### config.mk
export PLATFORM = sky130hd
export DESIGN_NAME = bus_read_mux
export DESIGN_NICKNAME = d
export VERILOG_FILES = /design/src/rtl/bus_read_mux.sv
export SDC_FILE = /design/constraint.sdc
export NUM_CORES = 1
export LEC_CHECK = 0
export CORE_ASPECT_RATIO = 1.25
export CORE_MARGIN = 2
export CORE_UTILIZATION = 34
export CTS_CLUSTER_SIZE = 30
export DETAILED_ROUTE_END_ITERATION = 8
export HOLD_SLACK_MARGIN = 0.15
export PLACE_DENSITY = 0.81
export RECOVER_POWER = 25
export SYNTH_ARGS = -nofsm -noshare
export SYNTH_HDL_FRONTEND = slang
export SYNTH_SLANG_ARGS = --single-unit
### constraint.sdc
create_clock -name clock -period 2.3 [get_ports clock]
set_clock_uncertainty 0.15 [all_clocks]
set_input_delay 0.23 -clock clock [delete_from_list [all_inputs] [get_ports clock]]
set_output_delay 0.23 -clock clock [all_outputs]
set_load 0.03 [all_outputs]
### src/rtl/bus_read_mux.sv
// Reader side of the processor bus: registers one selected source onto buswire.
// Memory reads use a programmable wait-state countdown; illegal selects are flagged.
module bus_read_mux #(
   parameter int WIDTH       = 16,
   parameter int MEM_LATENCY = 1
) (
   input  logic             clock,
   input  logic             resetn,
   input  logic             rd_req,
   input  logic [3:0]       rd_sel,
   input  logic [WIDTH-1:0] r0,
   input  logic [WIDTH-1:0] r1,
   input  logic [WIDTH-1:0] r2,
   input  logic [WIDTH-1:0] r3,
   input  logic [WIDTH-1:0] r4,
   input  logic [WIDTH-1:0] r5,
   input  logic [WIDTH-1:0] r6,
   input  logic [WIDTH-1:0] r7,
   input  logic [WIDTH-1:0] g_in,
   input  logic [WIDTH-1:0] din,
   input  logic [WIDTH-1:0] mem_data,
   output logic             mem_rd,
   output logic [WIDTH-1:0] buswire,
   output logic             bus_valid,
   output logic             busy,
   output logic             sel_err,
   output logic             req_drop
);

   localparam logic [0:0] IDLE     = 1'b0;
   localparam logic [0:0] MEM_WAIT = 1'b1;
   localparam logic [3:0] LAT      = 4'(MEM_LATENCY);

   logic [0:0]       state;
   logic [3:0]       wait_cnt;
   logic [WIDTH-1:0] src;
   logic             src_ok;
   logic             is_mem;

   // Decode the direct (single-cycle) source for the current select
   always_comb begin
      src    = '0;
      src_ok = 1'b1;
      is_mem = (rd_sel == 4'd10);
      case (rd_sel)
         4'd0:    src = r0;
         4'd1:    src = r1;
         4'd2:    src = r2;
         4'd3:    src = r3;
         4'd4:    src = r4;
         4'd5:    src = r5;
         4'd6:    src = r6;
         4'd7:    src = r7;
         4'd8:    src = g_in;
         4'd9:    src = din;
         default: src_ok = 1'b0;
      endcase
   end

   // Bus register, memory wait-state FSM and one-cycle status pulses
   always_ff @(posedge clock or negedge resetn) begin
      if (!resetn) begin
         state     <= IDLE;
         wait_cnt  <= '0;
         buswire   <= '0;
         bus_valid <= 1'b0;
         busy      <= 1'b0;
         mem_rd    <= 1'b0;
         sel_err   <= 1'b0;
         req_drop  <= 1'b0;
      end else begin
         bus_valid <= 1'b0;
         mem_rd    <= 1'b0;
         sel_err   <= 1'b0;
         req_drop  <= 1'b0;
         case (state)
            IDLE: begin
               if (rd_req) begin
                  if (is_mem) begin
                     mem_rd   <= 1'b1;
                     busy     <= 1'b1;
                     wait_cnt <= LAT;
                     state    <= MEM_WAIT;
                  end else if (src_ok) begin
                     buswire   <= src;
                     bus_valid <= 1'b1;
                  end else begin
                     sel_err <= 1'b1;
                  end
               end
            end
            MEM_WAIT: begin
               req_drop <= rd_req;
               if (wait_cnt == 4'd1) begin
                  buswire   <= mem_data;
                  bus_valid <= 1'b1;
                  busy      <= 1'b0;
                  wait_cnt  <= '0;
                  state     <= IDLE;
               end else begin
                  wait_cnt <= wait_cnt - 4'd1;
               end
            end
         endcase
      end
   end

endmodule

==> Word level (Yosys, flattened, before mapping) <==
Index checks and enable logic that the tools add are counted.
{ "totals": {"out_inout_bits": 21, "inputBits": 183, "elab_cells": 61, "ff_bits": 26} }
{ "classes": {"n_mux": 30, "bitwise_logic": 1, "n_reduce_logical": 5, "n_eq_ne": 16, "n_addsub": 1} }
{ "op_table": {"columns": ["cell", "count"], "rows": [
  ["$pmux 16 s10", 1],
  ["$mux 16", 4],
  ["$pmux 16 s2", 1],
  ["$mux 1", 17],
  ["$eq 4x3->1 const B", 4],
  ["$eq 4x4->1 const B", 3],
  ["$mux 4", 3],
  ["$reduce_or 10->1", 1],
  ["$eq 4x1->1 const B", 2],
  ["$eq 4x2->1 const B", 2],
  ["$ne 2x2->1 const B", 4],
  ["$pmux 4 s2", 1],
  ["$pmux 1 s2", 3],
  ["$logic_not 4->1", 1],
  ["$reduce_and 4->1", 1],
  ["$sub 4x1->4 const B", 1],
  ["$reduce_and 3->1", 1],
  ["$ne 2x1->1 const B", 1],
  ["$reduce_and 2->1", 1],
  ["$not 1->1", 1]
]} }

==> Longest topological paths before layout <==
Gate-level depths: netlist of run 1.
{ "logic_depth": {"depth_word": 7, "mapped_depth": 8, "depth_no_buf": 8} }

==> Worst setup path before layout of run 1 <==
Ideal clock, no wire load.
{ "synth_timing": {"kind": "flip-flop to flip-flop", "startpoint": "register wait_cnt[1]", "endpoint": "register buswire[5]", "path_stages_with_launch": 9, "arrival_ns": 1.595, "t_required_ns": 2.024, "path_slack_ns": 0.429, "synth_period_minus_slack_ns": 1.871, "n_path_buf": 1, "setup_ns": 0.126, "path_cell_list": "dfrtp_1 > inv_1 > ha_1 > inv_1 > nor3_1 > a21oi_2 > buf_6 > nor4_1 > nor2_1"} }
{ "synth_between": {"elab_chain_len": 3} }
{ "synth_rtl": {"columns": ["element", "line_no", "text"], "rows": [
  ["start: declaration", "35", "logic [3:0] wait_cnt;"],
  ["start signal: assignment", "101", "wait_cnt <= wait_cnt - 4'd1;"],
  ["$eq 4x1->1", "94", "if (wait_cnt == 4'd1) begin"],
  ["$ne 2x1->1 (no source line)", null, null],
  ["$reduce_and 4->1 (no source line)", null, null],
  ["end signal: assignment", "85", "buswire <= src;"],
  ["end signal: assignment", "95", "buswire <= mem_data;"],
  ["end: declaration", "23", "output logic [WIDTH-1:0] buswire,"]
]} }
Every way passes these cells.
A chain may end at the register's enable or synchronous reset.

==> Worst setup path after layout of run 1 <==
{ "layout_timing": {"startpoint": "input rd_req", "endpoint": "register buswire[2]"} }
{ "layout_between": {"elab_chain_len": 2} }
{ "layout_rtl": {"columns": ["element", "line_no", "text"], "rows": [
  ["start: declaration", "9", "input logic rd_req,"],
  ["$ne 2x2->1 (no source line)", null, null],
  ["$reduce_and 4->1 (no source line)", null, null]
]} }
Every way passes these cells.

==> flow_summary.ini, run 1 <==
[outcome]
status = complete, no violations

[place]
gp_congestion = 1.05
dpl-instance-area_um2 = 4910
hpwl_um = 10700
place_inst = 628
port_buffers = 203

[sta]
relSlewSlack_pct = 9.42
period_minus_slack_ps = 2190
slew_viol_final = 0
setup_viol_count_final = 0
worst_pin_slew_ps = 1360
hold_viol = 0
fmax_mhz = 457
finalSetupTns_ps = 0
period_share_pct = 95.2
rsz0062_at_grt = no

[logic_synthesis]
synth_compound_area_share_pct = 40.1
synthMuxAreaShare_pct = 10.9
netlist_area_um2 = 2660
ys_warn_count = 0
ys_seq_area_share_pct = 24.5
ys.flop_type = dfrtp_1
synth_area_per_cell_um2 = 8.33
yosys.area_share.simple_pct = 15.0
ys_seq_elements = 26
synthArstFlopShare_pct = 100
postSynthCellCount = 319
yosys.area_share.xor_xnor_pct = 0
synth_top_family_by_area = compound AO/OA/AOI/OAI gates
synth_fp_nets = 504
ys_types = 54
synth_edf_count = 0
synth_fa_ha_area_share_pct = 0.942

[cells_and_area]
drive_above_1_share_pct = 11.0
fillerInstances = 666
multi_input_area_um2 = 1780
design_area_um2 = 4970
final_cell_mix = 201 x clkdlybuf4s50_1, 38 x buf_4, 27 x a22oi_1
register_area_um2 = 651
area_growth_pct = 86.9
diodes = 0
final_common_cell = clkdlybuf4s50_1
utilization_pct = 64.5
stdcell_count = 632
fin_nets = 723

[run]
maxCapViolations = 0

[floorplanning]
die_area_um2 = 8540
start_util_pct = 34.5
die_height_um = 103
core_um2 = 7700
num_rows = 36
die_w_um = 83.1
boundaryPins = 204

[clock_tree]
cts_buffers = 3
h-tree-depth = 1
ctsResizeCount = 0
clockBufferDepth = 2
worst_skew_pair.late_latency_ps = 270
cts_tree = yes
clk_pin_slew_ps = 90
cts_hold_buf = 0
cts_setup_buffers = 0
cts-root-buf = clkbuf_8
cts.sinks = 26

[worst_setup_path]
crit_type = in2reg
arrival_ps = 2180
worst_setup_path_start_kind = input port
cp_cell_sequence = clkdlybuf4s50_1 -> nor2b_1 -> a21boi_2 -> o31ai_1 -> a2111oi_0 -> nor2_1
crit_path_end_kind = flop
crit_fanout = 3
critPathMaxStageDelay_ps = 550
cp_slowest_cell = a2111oi_0
critical_path_required_ps = 2290

[power]
ir_drop_mv = 0.448
power_density_nw_per_um2 = 571
p_total_mw = 2.84
leakage_nw = 1.96

[route]
finalWirelength_um = 12600
routed_via_density = 5.94
wl_per_cell_um = 19.9
remaining_drc_errors = 0
ant_nets = 0
drtIter0Drc = 326
num_vias = 3752
detail_route.first_pass.iterations = 5

[global_routing]
antenna_found_initial = 0
overflow = 0
grt_max_degree = 31
grt_pass1_vias = 3760
grt_use_total_pct = 27.6
grt_pass1_wl_um = 18700

[min_path]
min_path_type = reg2reg
## through the flow
stage               setup slack [ps]  hold slack [ps]
finish                           110              341
global route                    10.6              382
CTS                              168              180
detailed placement              -106              327
global placement                -169              316
floorplan                        429             -216
## cell usage after synthesis (4+ instances only)
library cell	n	area [um^2]
buf_2	10	50.1
a21oi_1	22	110
buf_4	7	52.6
a221oi_1	8	70.1
o22ai_1	9	56.3
o31ai_1	8	60.1
nor2_1	12	45.0
o32ai_1	8	70.1
o21ai_0	12	60.1
nand2_1	21	78.8
mux2i_1	20	200
mux2_2	5	56.3
nor2b_1	10	62.6
buf_6	5	56.3
dfrtp_1	26	651
inv_1	10	37.5
a211oi_1	4	30.0
nand3_1	8	40.0
clkbuf_1	5	18.8
o2bb2ai_1	5	43.8
a22o_1	11	96.3
a32oi_1	7	61.3
nor3_1	11	55.1
o21ai_1	6	30.0
a22oi_1	27	203
## critical path, delay by kind of cell
| kind | cells | cell delay, ps |
|---|---|---|
| AO/OA/AOI/OAI | 3 | 1040 |
| AND/OR/NAND/NOR | 2 | 390 |
| buffers and inverters | 1 | 520 |
## cell families after synthesis
family / after synthesis
AO/OA/AOI/OAI: 146
adder cells (fa/ha/maj): 2
buffers and inverters: 40
flip-flops: 26
multiplexers: 28
AND/OR/NAND/NOR: 77
## registers in the layout (all words and copies together), names as in the netlist
signal and count:
bus_valid 1, buswire 16, wait_cnt 4, sel_err 1, mem_rd 1, busy 1, req_drop 1, state 1
## report_power, final
group	total [mW]	switching [mW]	internal, mW
sequential	0.755	0.123	0.633
combinational	1.78	0.917	0.867
clock	0.296	0.143	0.153
## layer usage
layer	wire (um)	share of wire [%]	vias to the layer above	track usage (%)
li1	-	-	1696	-
met1	4690	37	1726	33.5
met2	6220	49	279	48.3
met3	1040	8.3	51	3.28
met4	624	5.0	0	14.5
met5	0	0	-	0
## layout make-up
| type | count | area share [%] |
|---|---|---|
| Timing Repair Buffer | 242 | 46.6 |
| Multi-Input combinational cell | 253 | 35.9 |
| Sequential cell | 26 | 13.1 |
| Tap cell | 95 | 2.39 |
| Clock buffer | 4 | 1.11 |
| Inverter | 12 | 0.907 |
## worst paths after layout
path                            slack [ps]  startpoint    endpoint  cells past startpoint
worst max-delay path                   110      rd_req  buswire[2]                      6
worst min-delay path                   340  buswire[0]  buswire[0]                      2
worst max register to register         240       state  buswire[2]                      5
worst min register to register         340  buswire[0]  buswire[0]                      2
max in group asynchronous              570      resetn  buswire[1]                      2
min in group asynchronous              640      resetn      mem_rd                      2
Note: power is estimated with default switching activity, not from simulation.
==> inputs of run 2 (changes only) <==
--- a/config.mk
+++ b/config.mk
@@ -8,6 +8,7 @@
 export CORE_ASPECT_RATIO = 1.25
 export CORE_MARGIN = 2
 export CORE_UTILIZATION = 34
+export CTS_BUF_LIST = sky130_fd_sc_hd__clkbuf_4 sky130_fd_sc_hd__clkbuf_8 sky130_fd_sc_hd__clkbuf_16
 export CTS_CLUSTER_SIZE = 30
 export DETAILED_ROUTE_END_ITERATION = 8
 export HOLD_SLACK_MARGIN = 0.15
@@ -16,3 +17,4 @@
 export SYNTH_ARGS = -nofsm -noshare
 export SYNTH_HDL_FRONTEND = slang
 export SYNTH_SLANG_ARGS = --single-unit
+export TNS_END_PERCENT = 20
==> results of run 2 <==
Same layout as run 1: the final DEF is identical, and so are final timing and power.
